### src/rtl/bp_clint_responder.sv
// bp_clint_responder: single-core CLINT device behind an uncached load/store port.
//
// Registers (decoded on cmd_addr_i[31:0], upper address bits ignored):
//   0x0200_0000         msip     (bit 0 only, other bits read 0)
//   0x0200_4000/_4004   mtimecmp (64-bit, 32-bit halves addressable)
//   0x0200_bff8/_bffc   mtime    (64-bit, 32-bit halves addressable)
// Size 3 accesses all 64 bits (needs addr[2:0] = 0), size 2 accesses the half
// selected by addr[2]. Sizes 0/1 and unmapped offsets return err with no state change.
//
// Ports:
//   clk_i, reset_i            clock, synchronous active-high reset
//   cmd_v_i / cmd_ready_o     command handshake (one outstanding command)
//   cmd_w_i, cmd_addr_i,
//   cmd_size_i, cmd_data_i    command fields, store data right-aligned
//   resp_v_o / resp_yumi_i    response handshake, response held until yumi
//   resp_data_o, resp_err_o   load data (0 for stores), access fault flag
//   software_irq_o            msip bit 0
//   timer_irq_o               registered (mtime >= mtimecmp)
//
// Optional feature: define BP_CLINT_PRESCALE_EN to advance mtime once every
// tick_div_p cycles instead of every cycle.

module bp_clint_responder #(
  parameter int unsigned paddr_width_p = 56,
  parameter int unsigned data_width_p  = 64,
  parameter int unsigned tick_div_p    = 8
) (
  input  logic                     clk_i,
  input  logic                     reset_i,
  input  logic                     cmd_v_i,
  output logic                     cmd_ready_o,
  input  logic                     cmd_w_i,
  input  logic [paddr_width_p-1:0] cmd_addr_i,
  input  logic [1:0]               cmd_size_i,
  input  logic [data_width_p-1:0]  cmd_data_i,
  output logic                     resp_v_o,
  input  logic                     resp_yumi_i,
  output logic [data_width_p-1:0]  resp_data_o,
  output logic                     resp_err_o,
  output logic                     software_irq_o,
  output logic                     timer_irq_o
);

  typedef enum logic [0:0] {StIdle, StResp} state_e;

  state_e      r_state;
  logic        r_cmd_ready;
  logic        r_resp_v;
  logic        r_resp_err;
  logic [63:0] r_resp_data;
  logic [63:0] r_mtime;
  logic [63:0] r_mtimecmp;
  logic        r_msip;
  logic        r_timer_irq;

  logic [31:0] w_addr;
  logic        w_sel_msip;
  logic        w_sel_cmp;
  logic        w_sel_time;
  logic        w_size_ok;
  logic        w_err;
  logic        w_accept;
  logic        w_wr_msip;
  logic        w_wr_cmp;
  logic        w_wr_time;
  logic        w_tick;
  logic [63:0] w_cur;
  logic [63:0] w_rdata;
  logic [63:0] w_wdata;
  logic        w_unused_addr;

  assign w_addr        = cmd_addr_i[31:0];
  assign w_unused_addr = ^cmd_addr_i[paddr_width_p-1:32];

  // Halves of mtimecmp/mtime share addr[31:3]; addr[2] picks the half.
  assign w_sel_msip = (w_addr == 32'h0200_0000);
  assign w_sel_cmp  = (w_addr[31:3] == 29'h0040_0800) && (w_addr[1:0] == 2'b00);
  assign w_sel_time = (w_addr[31:3] == 29'h0040_17ff) && (w_addr[1:0] == 2'b00);

  assign w_size_ok = (cmd_size_i == 2'd3) ? (w_addr[2:0] == 3'b000) : (cmd_size_i == 2'd2);
  assign w_err     = !(w_sel_msip || w_sel_cmp || w_sel_time) || !w_size_ok;

  assign w_accept  = cmd_v_i && r_cmd_ready;
  assign w_wr_msip = w_accept && cmd_w_i && !w_err && w_sel_msip;
  assign w_wr_cmp  = w_accept && cmd_w_i && !w_err && w_sel_cmp;
  assign w_wr_time = w_accept && cmd_w_i && !w_err && w_sel_time;

  always_comb begin
    w_cur = '0;
    if (w_sel_msip) begin
      w_cur = {63'b0, r_msip};
    end else if (w_sel_cmp) begin
      w_cur = r_mtimecmp;
    end else if (w_sel_time) begin
      w_cur = r_mtime;
    end
  end

  // Load data, zero-extended for half accesses; stores and faults return 0.
  always_comb begin
    w_rdata = '0;
    if (!w_err && !cmd_w_i) begin
      if (cmd_size_i == 2'd3) begin
        w_rdata = w_cur;
      end else if (w_addr[2]) begin
        w_rdata = {32'b0, w_cur[63:32]};
      end else begin
        w_rdata = {32'b0, w_cur[31:0]};
      end
    end
  end

  // Store data merged into the untouched half of the current register value.
  always_comb begin
    w_wdata = cmd_data_i;
    if (cmd_size_i != 2'd3) begin
      if (w_addr[2]) begin
        w_wdata = {cmd_data_i[31:0], w_cur[31:0]};
      end else begin
        w_wdata = {w_cur[63:32], cmd_data_i[31:0]};
      end
    end
  end

`ifdef BP_CLINT_PRESCALE_EN
  logic [15:0] r_presc;
  logic        w_presc_wrap;

  assign w_presc_wrap = (r_presc == 16'(tick_div_p - 1));
  assign w_tick       = w_presc_wrap;

  always_ff @(posedge clk_i) begin
    if (reset_i) begin
      r_presc <= '0;
    end else if (w_wr_time || w_presc_wrap) begin
      r_presc <= '0;
    end else begin
      r_presc <= r_presc + 16'd1;
    end
  end
`else
  logic w_unused_tick_div;

  assign w_tick            = 1'b1;
  assign w_unused_tick_div = ^tick_div_p;
`endif

  // A store to mtime takes priority over the tick in the same cycle.
  always_ff @(posedge clk_i) begin
    if (reset_i) begin
      r_mtime <= '0;
    end else if (w_wr_time) begin
      r_mtime <= w_wdata;
    end else if (w_tick) begin
      r_mtime <= r_mtime + 64'd1;
    end
  end

  always_ff @(posedge clk_i) begin
    if (reset_i) begin
      r_mtimecmp <= '1;
      r_msip     <= 1'b0;
    end else begin
      if (w_wr_cmp) begin
        r_mtimecmp <= w_wdata;
      end
      if (w_wr_msip) begin
        r_msip <= w_wdata[0];
      end
    end
  end

  always_ff @(posedge clk_i) begin
    if (reset_i) begin
      r_timer_irq <= 1'b0;
    end else begin
      r_timer_irq <= (r_mtime >= r_mtimecmp);
    end
  end

  always_ff @(posedge clk_i) begin
    if (reset_i) begin
      r_state     <= StIdle;
      r_cmd_ready <= 1'b1;
      r_resp_v    <= 1'b0;
      r_resp_data <= '0;
      r_resp_err  <= 1'b0;
    end else begin
      case (r_state)
        StIdle: begin
          if (cmd_v_i) begin
            r_state     <= StResp;
            r_cmd_ready <= 1'b0;
            r_resp_v    <= 1'b1;
            r_resp_data <= w_rdata;
            r_resp_err  <= w_err;
          end
        end
        StResp: begin
          if (resp_yumi_i) begin
            r_state     <= StIdle;
            r_cmd_ready <= 1'b1;
            r_resp_v    <= 1'b0;
          end
        end
        default: begin
          r_state     <= StIdle;
          r_cmd_ready <= 1'b1;
          r_resp_v    <= 1'b0;
        end
      endcase
    end
  end

  assign cmd_ready_o    = r_cmd_ready;
  assign resp_v_o       = r_resp_v;
  assign resp_data_o    = r_resp_data;
  assign resp_err_o     = r_resp_err;
  assign software_irq_o = r_msip;
  assign timer_irq_o    = r_timer_irq;

endmodule

### config.mk
export PLATFORM = sky130hd
export DESIGN_NAME = bp_clint_responder
export DESIGN_NICKNAME = d
export VERILOG_FILES = /design/src/rtl/bp_clint_responder.sv
export SDC_FILE = /design/constraint.sdc
export NUM_CORES = 1
export LEC_CHECK = 0
export ABC_AREA = 0
export CORE_MARGIN = 5
export CORE_UTILIZATION = 26
export DETAILED_ROUTE_END_ITERATION = 8
export PLACE_DENSITY = 0.52
export SYNTH_ARGS = -nofsm -noshare
export SYNTH_HDL_FRONTEND = slang
export SYNTH_SLANG_ARGS = --single-unit
### constraint.sdc
create_clock -name clk_i -period 3.65 [get_ports clk_i]
set_clock_uncertainty 0.1 [all_clocks]
set_input_delay 0.73 -clock clk_i [delete_from_list [all_inputs] [get_ports clk_i]]
set_output_delay 0.73 -clock clk_i [all_outputs]
set_load 0.005 [all_outputs]
==> results.toml <==
[run_status]
outcome = "finished, final reports clean"

[power_and_ir_drop]
power_uw = 4460
leakage_uw = 0.00579
vdd_drop_max_mv = 0.313
p_per_area_mw_per_mm2 = 302

[cts]
cts_buffers = 17
postCtsSetupBuffers = 0
cts_tree = "built"
postCtsResizedCells = 0
clockBufferDepth = 2
htree_levels = 4
path_clk_slew_ns = 0.07
cts-root-buf = "clkbuf_16"
cts_hold_buf = 0
cts.sinks = 198
insertion_delay_ns = 0.46

[layout]
area_growth_pct = 26.9
finalNonFillerCells = 2191
final_core_util_pct = 33.4
seq_area_mm2 = 0.00396
multi_input_area_mm2 = 0.00696
fill_cells = 4729
finalNetCount = 1778
layout-drive-gt1-share_pct = 7.57
antenna_cells_inserted = 0
final_cell_mix = "198 x dfxtp_1, 169 x nand2_1, 169 x clkdlybuf4s50_1"
final_common_cell = "dfxtp_1"

[logic_synthesis]
seq_area_frac_synth_pct = 34.0
synth_compound_area_share_pct = 27.6
syn_inst = 1450
synthXorXnorAreaFrac_pct = 4.59
synth_top_family_by_area = "compound AO/OA/AOI/OAI gates"
synth_edf_count = 0
netlist_area_mm2 = 0.0116
synth-adder-area-share_pct = 6.98
synth-simple-area-share_pct = 20.0
synth.area.mux_share_pct = 0.258
synth_area_per_cell_um2 = 8.03
async_flop_share_pct = 0
synth_fp_nets = 1642
ys_seq_elements = 198
ys_warn_count = 0
yosysUniqueCellTypes = 61
synthFlopType = "dfxtp_1"

[global_routing]
grt_antenna_before_repair = 0
track_usage_pct = 18.8
grt_pass1_vias = 11700
grt_max_degree = 78
grt_pass1_wl_mm = 72.6
grt_overflow_total = 0

[critical_path]
startpoint_type = "input port"
path_max_fanout = 19
critPathKind = "in -> reg"
worstPathRequired_ns = 3.93
cp_data_arrival_time_ns = 3.27
worstSetupEndpointType = "flop"

[floorplan]
num_io_pins = 196
start_util_pct = 26.3
coreArea_mm2 = 0.0443
die-width_um = 222
num_rows = 77
die_height_um = 222
die-area_mm2 = 0.0491

[sta]
post-route-min-period_ns = 2.99
setup_viol = 0
min_period_over_period_pct = 82.0
finalHoldViolCount = 0
fmax_mhz = 334
whs_ns = 0.357
rsz0062_at_grt = "no"
tns_ns = 0
final_max_slew_viol_count = 0
worst_slew_pin_slew_ns = 1.03
slew_headroom_pct = 31.3

[place]
gp_congestion = 0.871
dp_cells = 2159
port_buffers = 171
dp_hpwl_mm = 34.5

[detailed_routing]
vias = 11900
avgViaCountPerCell = 5.43
drc_errors = 0
drt_pass1_iterations = 7
wirelength_mm = 47.7
dr.first_iter.drc_count = 1057
drtAntennaViolNets = 0
drt-wirelength-per-cell_um = 21.8

[job]
drv_cap = 0

[min_path]
min_path_type = "reg -> reg"
[metal layers]
metal	GRT usage [%]	share of wire, %	wire (µm)	up-vias
li1	-	-	-	5673
met1	24.9	44	21000	5739
met2	30.4	46	22100	417
met3	3.91	6.2	2960	65
met4	6.74	3.5	1670	0
met5	0	0	0	-
[logic make-up (layout without fill, tap and decap cells)]
| kind of cell | after synthesis | count (layout) |
|---|---|---|
| buffers and inverters | 198 | 347 |
| XOR/XNOR | 61 | 61 |
| AND/OR/NAND/NOR | 462 | 462 |
| adder cells (fa/ha/maj) | 65 | 65 |
| multiplexers | 3 | 3 |
| AO/OA/AOI/OAI | 463 | 463 |
| flip-flops | 198 | 198 |
[cell usage after synthesis, types with 3 or more instances]
cell	instances	area (µm²)
nor4_2	5	62.6
a311oi_1	5	43.8
and3_1	13	81.3
o2111ai_1	14	123
buf_1	13	48.8
a21oi_1	72	360
a2bb2oi_1	8	70.1
a221oi_1	14	123
inv_1	80	300
xnor2_1	38	333
nor2_1	72	270
o221ai_1	20	175
dfxtp_1	198	3960
a22o_1	31	272
clkbuf_1	101	379
nand4_1	31	194
nand3_1	36	180
and2_1	4	25.0
nand3b_1	31	233
nor3_1	46	230
and4_1	12	105
nor4_1	23	144
a211oi_1	29	218
a22oi_1	46	345
a21o_1	18	135
mux2i_1	3	30.0
xor2_1	23	201
o22ai_1	18	113
nand2_1	170	638
a2111o_1	7	78.8
o21ai_0	103	515
o211ai_1	41	308
ha_1	65	813
a211o_1	10	87.6
a31oi_1	5	31.3
a221o_1	9	90.1
or3_1	4	25.0
[path summary, 6_finish.rpt]
check / from / end / slack, ns / cells after the start
worst max-delay path: cmd_addr_i[3] / r_mtime[39] / 0.66 / 8
worst min-delay path: resp_data_o[51] / resp_data_o[51] / 0.36 / 2
worst max register to register: r_mtime[11] / r_mtime[60] / 0.68 / 6
worst min register to register: resp_data_o[51] / resp_data_o[51] / 0.36 / 2
[worst max-delay path, cell delays in order]
cell and delay (ns):
clkdlybuf4s50_1 0.42, nor4_1 0.52, and4_2 0.45, buf_4 0.31, a22oi_1 0.22, o21ai_0 0.27, o2111ai_1 0.18, a21oi_1 0.16
[registers in the layout, indices dropped and copies added, names as in the netlist]
register / flops
r_state: 1
cmd_ready_o: 1
timer_irq_o: 1
resp_v_o: 1
resp_data_o: 64
r_mtime: 64
r_mtimecmp: 64
resp_err_o: 1
software_irq_o: 1
[final cells by class]
cell class,instances,area share (%)
clock inverters,13,0.787
repair buffers,234,15.2
clock buffers,19,3.06
inverters,81,2.06
multi-input cells,1054,47.1
well taps,592,5.01
flip-flops and latches,198,26.8
[through the flow]
stage                     instance area [µm²]  worst slack, ns
after CTS                               14800            0.696
after global placement                  14200            0.235
after detailed placement                14200            0.207
final                                   14800            0.657
after floorplan                         11600            0.775
after global routing                    14800            0.426
[power breakdown]
| part | leakage (µW) | switching, µW | internal (µW) |
|---|---|---|---|
| Combinational | 0.00391 | 222 | 166 |
| Clock | 0.000280 | 966 | 933 |
| Sequential | 0.00160 | 7.31 | 2160 |
Note: power is estimated with default switching activity, not from simulation.
